### config.mk
export PLATFORM = sky130hd
export DESIGN_NAME = serial_rom_loader_ctrl
export DESIGN_NICKNAME = d
export VERILOG_FILES = /design/src/rtl/loader_pkg.sv /design/src/rtl/loader_byte_fifo.sv /design/src/rtl/serial_rom_loader_ctrl.sv
export SDC_FILE = /design/constraint.sdc
export NUM_CORES = 1
export LEC_CHECK = 0
export CORE_MARGIN = 2
export CORE_UTILIZATION = 36
export DETAILED_ROUTE_END_ITERATION = 10
export GPL_TIMING_DRIVEN = 0
export PLACE_DENSITY_LB_ADDON = 0.12
export SYNTH_ARGS = -nofsm -noshare
export SYNTH_HDL_FRONTEND = slang
export SYNTH_SLANG_ARGS = --single-unit
### constraint.sdc
create_clock -name clk -period 3.9 [get_ports clk]
set_input_delay 0.39 -clock clk [delete_from_list [all_inputs] [get_ports clk]]
set_output_delay 0.39 -clock clk [all_outputs]
set_load 0.01 [all_outputs]
### src/rtl/loader_pkg.sv
// ---------------------------------------------------------------------------
// loader_pkg
// Shared types and constants for the serial ROM loader.
//   state_t      : loader sequencing states
//   HDR_*        : byte offsets inside the 32-byte SNES header
//   BODY_UNIT    : body length granule, total body = BODY_UNIT << size_log
// ---------------------------------------------------------------------------
package loader_pkg;

    typedef enum logic [2:0] {
        IDLE,
        HEADER,
        BODY,
        DRAIN,
        DONE
    } state_t;

    localparam int         HDR_LEN     = 32;
    localparam logic [4:0] HDR_MAP     = 5'h15;
    localparam logic [4:0] HDR_TYPE    = 5'h16;
    localparam logic [4:0] HDR_SIZE    = 5'h17;
    localparam logic [4:0] HDR_CSUM_LO = 5'h1E;
    localparam logic [4:0] HDR_CSUM_HI = 5'h1F;

    localparam int         BODY_UNIT   = 1024;

endpackage

### src/rtl/loader_byte_fifo.sv
// ---------------------------------------------------------------------------
// loader_byte_fifo
// Small synchronous byte FIFO buffering ROM body bytes ahead of the memory
// write port. dout shows the head entry whenever empty = 0 (show-ahead).
// A push while full is accepted only when a pop happens in the same cycle.
// Ports:
//   clk, resetn      : clock, synchronous active-low reset
//   flush            : drop all contents (takes priority over push/pop)
//   push, din        : write side
//   pop, dout        : read side
//   empty, full      : occupancy flags
// ---------------------------------------------------------------------------
module loader_byte_fifo #(
    parameter int DEPTH = 4
) (
    input  logic       clk,
    input  logic       resetn,
    input  logic       flush,
    input  logic       push,
    input  logic [7:0] din,
    input  logic       pop,
    output logic [7:0] dout,
    output logic       empty,
    output logic       full
);
    localparam int PTR_W = (DEPTH > 1) ? $clog2(DEPTH) : 1;

    logic [7:0]       mem [DEPTH];
    logic [PTR_W-1:0] wr_ptr_reg;
    logic [PTR_W-1:0] rd_ptr_reg;
    logic [PTR_W:0]   count_reg;
    logic             do_push;
    logic             do_pop;

    assign empty   = (count_reg == '0);
    assign full    = (count_reg == (PTR_W+1)'(DEPTH));
    assign dout    = mem[rd_ptr_reg];
    assign do_pop  = pop && !empty && !flush;
    assign do_push = push && !flush && (!full || do_pop);

    always_ff @(posedge clk) begin
        if (do_push) begin
            mem[wr_ptr_reg] <= din;
        end
    end

    always_ff @(posedge clk) begin
        if (!resetn || flush) begin
            wr_ptr_reg <= '0;
            rd_ptr_reg <= '0;
            count_reg  <= '0;
        end else begin
            if (do_push) begin
                wr_ptr_reg <= wr_ptr_reg + PTR_W'(1);
            end
            if (do_pop) begin
                rd_ptr_reg <= rd_ptr_reg + PTR_W'(1);
            end
            case ({do_push, do_pop})
                2'b10:   count_reg <= count_reg + (PTR_W+1)'(1);
                2'b01:   count_reg <= count_reg - (PTR_W+1)'(1);
                default: count_reg <= count_reg;
            endcase
        end
    end

endmodule

### src/rtl/serial_rom_loader_ctrl.sv
// ---------------------------------------------------------------------------
// serial_rom_loader_ctrl
// Takes a ROM download from the serial front end, parses the 32-byte SNES
// header, then streams the body (1024 << size_log bytes) into main memory
// through a small FIFO and a req/ack byte write port.
// Ports:
//   clk, resetn                  : clock, synchronous active-low reset
//   serial_reset                 : one-cycle restart strobe (wins over data)
//   serial_data/_valid           : incoming byte stream
//   loading                      : high from restart until body written
//   mem_req/addr/din, mem_ack    : memory write handshake
//   map_mode, rom_type           : header bytes 0x15 / 0x16
//   rom_size_log                 : header byte 0x17, clamped to MAX_SIZE_LOG
//   load_done                    : one-cycle completion pulse
//   err_overrun, err_size        : sticky error flags, cleared on restart
//   checksum_ok                  : body checksum result
// Build option: define LOADER_CHECKSUM_EN to compare a 16-bit body sum with
// header bytes 0x1E/0x1F at completion; otherwise checksum_ok is tied high.
// ---------------------------------------------------------------------------
module serial_rom_loader_ctrl
    import loader_pkg::*;
#(
    parameter int ADDR_W       = 23,
    parameter int FIFO_DEPTH   = 4,
    parameter int MAX_SIZE_LOG = 13
) (
    input  logic              clk,
    input  logic              resetn,
    input  logic              serial_reset,
    input  logic [7:0]        serial_data,
    input  logic              serial_data_valid,
    output logic              loading,
    output logic              mem_req,
    output logic [ADDR_W-1:0] mem_addr,
    output logic [7:0]        mem_din,
    input  logic              mem_ack,
    output logic [7:0]        map_mode,
    output logic [7:0]        rom_type,
    output logic [3:0]        rom_size_log,
    output logic              load_done,
    output logic              err_overrun,
    output logic              err_size,
    output logic              checksum_ok
);
    localparam int         CNT_W         = ADDR_W + 1;
    localparam logic [7:0] MAX_SIZE_BYTE = 8'(MAX_SIZE_LOG);

    state_t           state_reg;
    logic [4:0]       hdr_cnt_reg;
    logic [CNT_W-1:0] body_cnt_reg;
    logic [CNT_W-1:0] body_total;
    logic             byte_in_body;
    logic             overrun;
    logic             fifo_push;
    logic             fifo_pop;
    logic             fifo_empty;
    logic             fifo_full;
    logic [7:0]       fifo_dout;

    assign body_total   = CNT_W'(BODY_UNIT) << rom_size_log;
    assign byte_in_body = serial_data_valid && !serial_reset && (state_reg == BODY);
    assign fifo_push    = byte_in_body;
    // Issue the next write whenever the port is free or being freed this cycle.
    assign fifo_pop     = !fifo_empty && (!mem_req || mem_ack) && !serial_reset;
    // A full FIFO still takes the byte if the head leaves in the same cycle.
    assign overrun      = byte_in_body && fifo_full && !fifo_pop;

`ifdef LOADER_CHECKSUM_EN
    logic [15:0] csum_sum_reg;
    logic [15:0] csum_exp_reg;
    logic        checksum_ok_reg;
    assign checksum_ok = checksum_ok_reg;
`else
    assign checksum_ok = 1'b1;
`endif

    loader_byte_fifo #(
        .DEPTH (FIFO_DEPTH)
    ) u_fifo (
        .clk    (clk),
        .resetn (resetn),
        .flush  (serial_reset),
        .push   (fifo_push),
        .din    (serial_data),
        .pop    (fifo_pop),
        .dout   (fifo_dout),
        .empty  (fifo_empty),
        .full   (fifo_full)
    );

    always_ff @(posedge clk) begin
        if (!resetn) begin
            state_reg    <= IDLE;
            hdr_cnt_reg  <= '0;
            body_cnt_reg <= '0;
            loading      <= 1'b0;
            mem_req      <= 1'b0;
            mem_addr     <= '0;
            mem_din      <= '0;
            map_mode     <= '0;
            rom_type     <= '0;
            rom_size_log <= '0;
            load_done    <= 1'b0;
            err_overrun  <= 1'b0;
            err_size     <= 1'b0;
`ifdef LOADER_CHECKSUM_EN
            csum_sum_reg    <= '0;
            csum_exp_reg    <= '0;
            checksum_ok_reg <= 1'b1;
`endif
        end else if (serial_reset) begin
            // Restart: any byte in this cycle and any later stale ack are lost.
            state_reg    <= HEADER;
            hdr_cnt_reg  <= '0;
            body_cnt_reg <= '0;
            loading      <= 1'b1;
            mem_req      <= 1'b0;
            mem_addr     <= '0;
            load_done    <= 1'b0;
            err_overrun  <= 1'b0;
            err_size     <= 1'b0;
`ifdef LOADER_CHECKSUM_EN
            csum_sum_reg    <= '0;
            checksum_ok_reg <= 1'b0;
`endif
        end else begin
            load_done <= 1'b0;

            // Memory write port: address advances only on an acked request.
            if (mem_req && mem_ack) begin
                mem_addr <= mem_addr + ADDR_W'(1);
            end
            if (fifo_pop) begin
                mem_req <= 1'b1;
                mem_din <= fifo_dout;
            end else if (mem_ack) begin
                mem_req <= 1'b0;
            end

            if (overrun) begin
                err_overrun <= 1'b1;
            end

            case (state_reg)
                HEADER: begin
                    if (serial_data_valid) begin
                        hdr_cnt_reg <= hdr_cnt_reg + 5'd1;
                        case (hdr_cnt_reg)
                            HDR_MAP:  map_mode <= serial_data;
                            HDR_TYPE: rom_type <= serial_data;
                            HDR_SIZE: begin
                                if (serial_data > MAX_SIZE_BYTE) begin
                                    rom_size_log <= MAX_SIZE_BYTE[3:0];
                                    err_size     <= 1'b1;
                                end else begin
                                    rom_size_log <= serial_data[3:0];
                                end
                            end
`ifdef LOADER_CHECKSUM_EN
                            HDR_CSUM_LO: csum_exp_reg[7:0]  <= serial_data;
                            HDR_CSUM_HI: csum_exp_reg[15:8] <= serial_data;
`endif
                            default: ;
                        endcase
                        if (hdr_cnt_reg == 5'(HDR_LEN - 1)) begin
                            state_reg <= BODY;
                        end
                    end
                end
                BODY: begin
                    if (serial_data_valid) begin
                        // Dropped bytes are still counted so the load always ends.
                        body_cnt_reg <= body_cnt_reg + CNT_W'(1);
`ifdef LOADER_CHECKSUM_EN
                        csum_sum_reg <= csum_sum_reg + {8'd0, serial_data};
`endif
                        if (body_cnt_reg == body_total - CNT_W'(1)) begin
                            state_reg <= DRAIN;
                        end
                    end
                end
                DRAIN: begin
                    if (fifo_empty && !mem_req) begin
                        state_reg <= DONE;
                        load_done <= 1'b1;
                        loading   <= 1'b0;
`ifdef LOADER_CHECKSUM_EN
                        checksum_ok_reg <= (csum_sum_reg == csum_exp_reg);
`endif
                    end
                end
                DONE:    state_reg <= IDLE;
                default: state_reg <= IDLE;
            endcase
        end
    end

endmodule

==> out/results.ini <==
[global_route]
grt_pass1_vias = 4673
antenna_found_initial = 0
grt_use_total = 0.172
grt_pass1_wl_mm = 24.0
grt_max_degree = 17
grt-ovfl-total = 0

[logic_synthesis]
synth_top_cell_area_share = 0.318
synthFlopType = dfxtp_1
syn_nets = 627
async_flop_share = 0
synth_area_leaders = dfxtp_1 32%, edfxtp_1 16%, xnor2_1 5.4%
syn_area_per_cell_um2 = 9.93
yosysWarnings = 0
synth_largest_area_cell = dfxtp_1
netlist_area_um2 = 5980
synth_cells = 602
ys_seq_area_frac = 0.479
ys_types = 78
synth_edf_count = 32
ys_ff_latch = 127

[critical_path]
r2r_cells = 8
cp-startpoint = mem_ack
r2r_start = mem_req
critical_path_class = primary input to register
cp.arrival_ps = 3050
crit_slowest_cell = nor3_1
critPathCapture = u_fifo.count_reg[2]
endpoint_kind = register
start_kind = primary input
reg2reg_to = u_fifo.count_reg[2]
rrSetupSlack_ps = 1240
path_cells = clkdlybuf4s50_1 > and2b_1 > nor3_1 > buf_2 > nand2_1 > fa_1 > and3b_1 > o21ai_0 > nor3b_2
crit_required_ps = 4180
slowest_delay_ps = 510
cp_max_fo = 10

[timing]
fmax_ghz = 0.362
drv_slew = 0
tns_ps = 0
hold_viol_final = 0
slew_headroom = 0.547
setup_violations = 0
rsz0062_at_grt = no
fin_crit_sh = 0.709
fin_crit_ps = 2760
fin_skew_ps = 9.55
worst_pin_slew_ps = 679

[routing]
drc = 0
vias_per_cell = 5.04
finalWirelength_mm = 14.4
drtPass1Iterations = 5
vias = 4647
drtAntennaViolNets = 0
wire_per_inst_um = 15.6
drtIter0Drc = 187

[floorplan]
ios = 70
die_w_um = 133
num_rows = 47
core_um2 = 16400
die-area_um2 = 17700
die_h_um = 133
initial_core_util = 0.364

[layout]
n_fill_cell = 1544
diodes = 0
syn2layout_area_growth_pct = 25.7
drive_above_1_share = 0.117
largest_reg_flops = 32
layout_common_cells = 95 x dfxtp_1, 68 x clkdlybuf4s50_1, 66 x nor2_1, 59 x nand2_1, 37 x xnor2_1
final_common_cell = dfxtp_1
final_cells = 922
nets = 714

[cts]
hold_buffers = 0
cts_resized = 0
htreeDepth = 4
postCtsSetupRepairBufs = 0
worstSkewPairLatency_ps = 420
cts_made_buffers = 17
cts_max_path_buffers = 2
cts_tree = yes
clock_sinks = 127
cts_root_buf = clkbuf_16
path_clk_slew_ps = 60

[pwr]
power_mw = 2.99
power_leakage_nw = 2.40
ir_worst_vdd_v = 0.000298
pwr_density_cell_nw_per_um2 = 398

[placement]
post-dp-hpwl_mm = 9.97
dp_cells = 890
io_buffers = 68
gp_congestion = 0.885

[status]
outcome = finished, final reports clean

[hold_path]
hp-class = register to register

[job]
max-cap-violations = 0

critical path, delay by kind of cell:
kind	cells	cell delay (ps)
simple gates	5	1320
buf+inv	2	860
compound gates	1	80
fa+ha+maj	1	400
worst min-delay path by stage:
stage	startpoint	to	cells after the start
6_report	mem_din[0]	mem_din[0]	2
5_1_grt	mem_din[5]	mem_din[5]	2
4_1_cts	mem_din[7]	mem_din[7]	2
3_5_place_dp	mem_din[7]	mem_din[7]	2
3_3_place_gp	mem_din[1]	mem_din[1]	2
2_1_floorplan	state_reg[2]	state_reg[1]	1
Yosys cell counts, types with 3 or more instances:
master     n
nor4_2     5
a211oi_1   4
and2_1     8
edfxtp_1  32
mux2i_1    3
buf_6      3
nor3_1     9
nand2_1   59
ha_1      11
mux4_2     8
and3_1     3
nor3b_1    5
xnor2_1   37
dfxtp_1   95
clkbuf_1  17
or3_1      9
nand3_1   29
nand4_1   11
nor3_2     8
buf_4      3
buf_1      3
nor4_1     6
buf_2     11
nand2b_1   4
a21oi_1   19
xor2_1    10
o21ai_0   16
a21boi_1  25
nor2_1    66
inv_1     19
nor2b_1    4
and4_1     5
area by class of cell:
class / count / area (um^2) / area share
inverters: 19 / 71.3 / 0.00949
repair buffers: 68 / 681 / 0.0906
clock buffers: 18 / 429 / 0.0571
well taps: 220 / 275 / 0.0366
clock inverters: 14 / 150 / 0.0200
multi-input cells: 419 / 2860 / 0.380
plain buffers: 37 / 186 / 0.0248
flip-flops and latches: 127 / 2860 / 0.381
through the flow:
step,worst slack (ps),utilization,hold slack (ps),area [um^2]
2_1_floorplan,1660,-,434,5980
3_3_place_gp,866,0.423,442,6940
3_5_place_dp,737,0.423,445,6940
4_1_cts,1170,0.458,453,7510
5_1_grt,1000,0.458,471,7510
6_report,1140,0.458,451,7510
per-layer routing:
metal  routed length (um)  GRT usage  up-vias
met5                    0          0        -
met4                  227     0.0633        0
met3                  601     0.0433       18
met2                 6890      0.285      102
met1                 6640      0.218     2223
li1                     -          -     2304
report_power, final:
part,internal (mW),switching (mW),leakage (nW)
sequential,1.35,0.00225,1.05
combinational,0.0255,0.0426,1.07
clock,0.991,0.574,0.282
kinds of logic (layout without fill, tap and decap cells):
kind of cell    after synthesis  count (layout)  synth area share
buf+inv                      56             156            0.0431
mux                          12              12            0.0370
fa+ha+maj                    12              12            0.0264
compound gates               93              93             0.109
flops                       127             127             0.479
xor+xnor                     47              47            0.0688
other cells                   1               1          0.000627
simple gates                254             254             0.236
(Power assumes the default switching activity.)
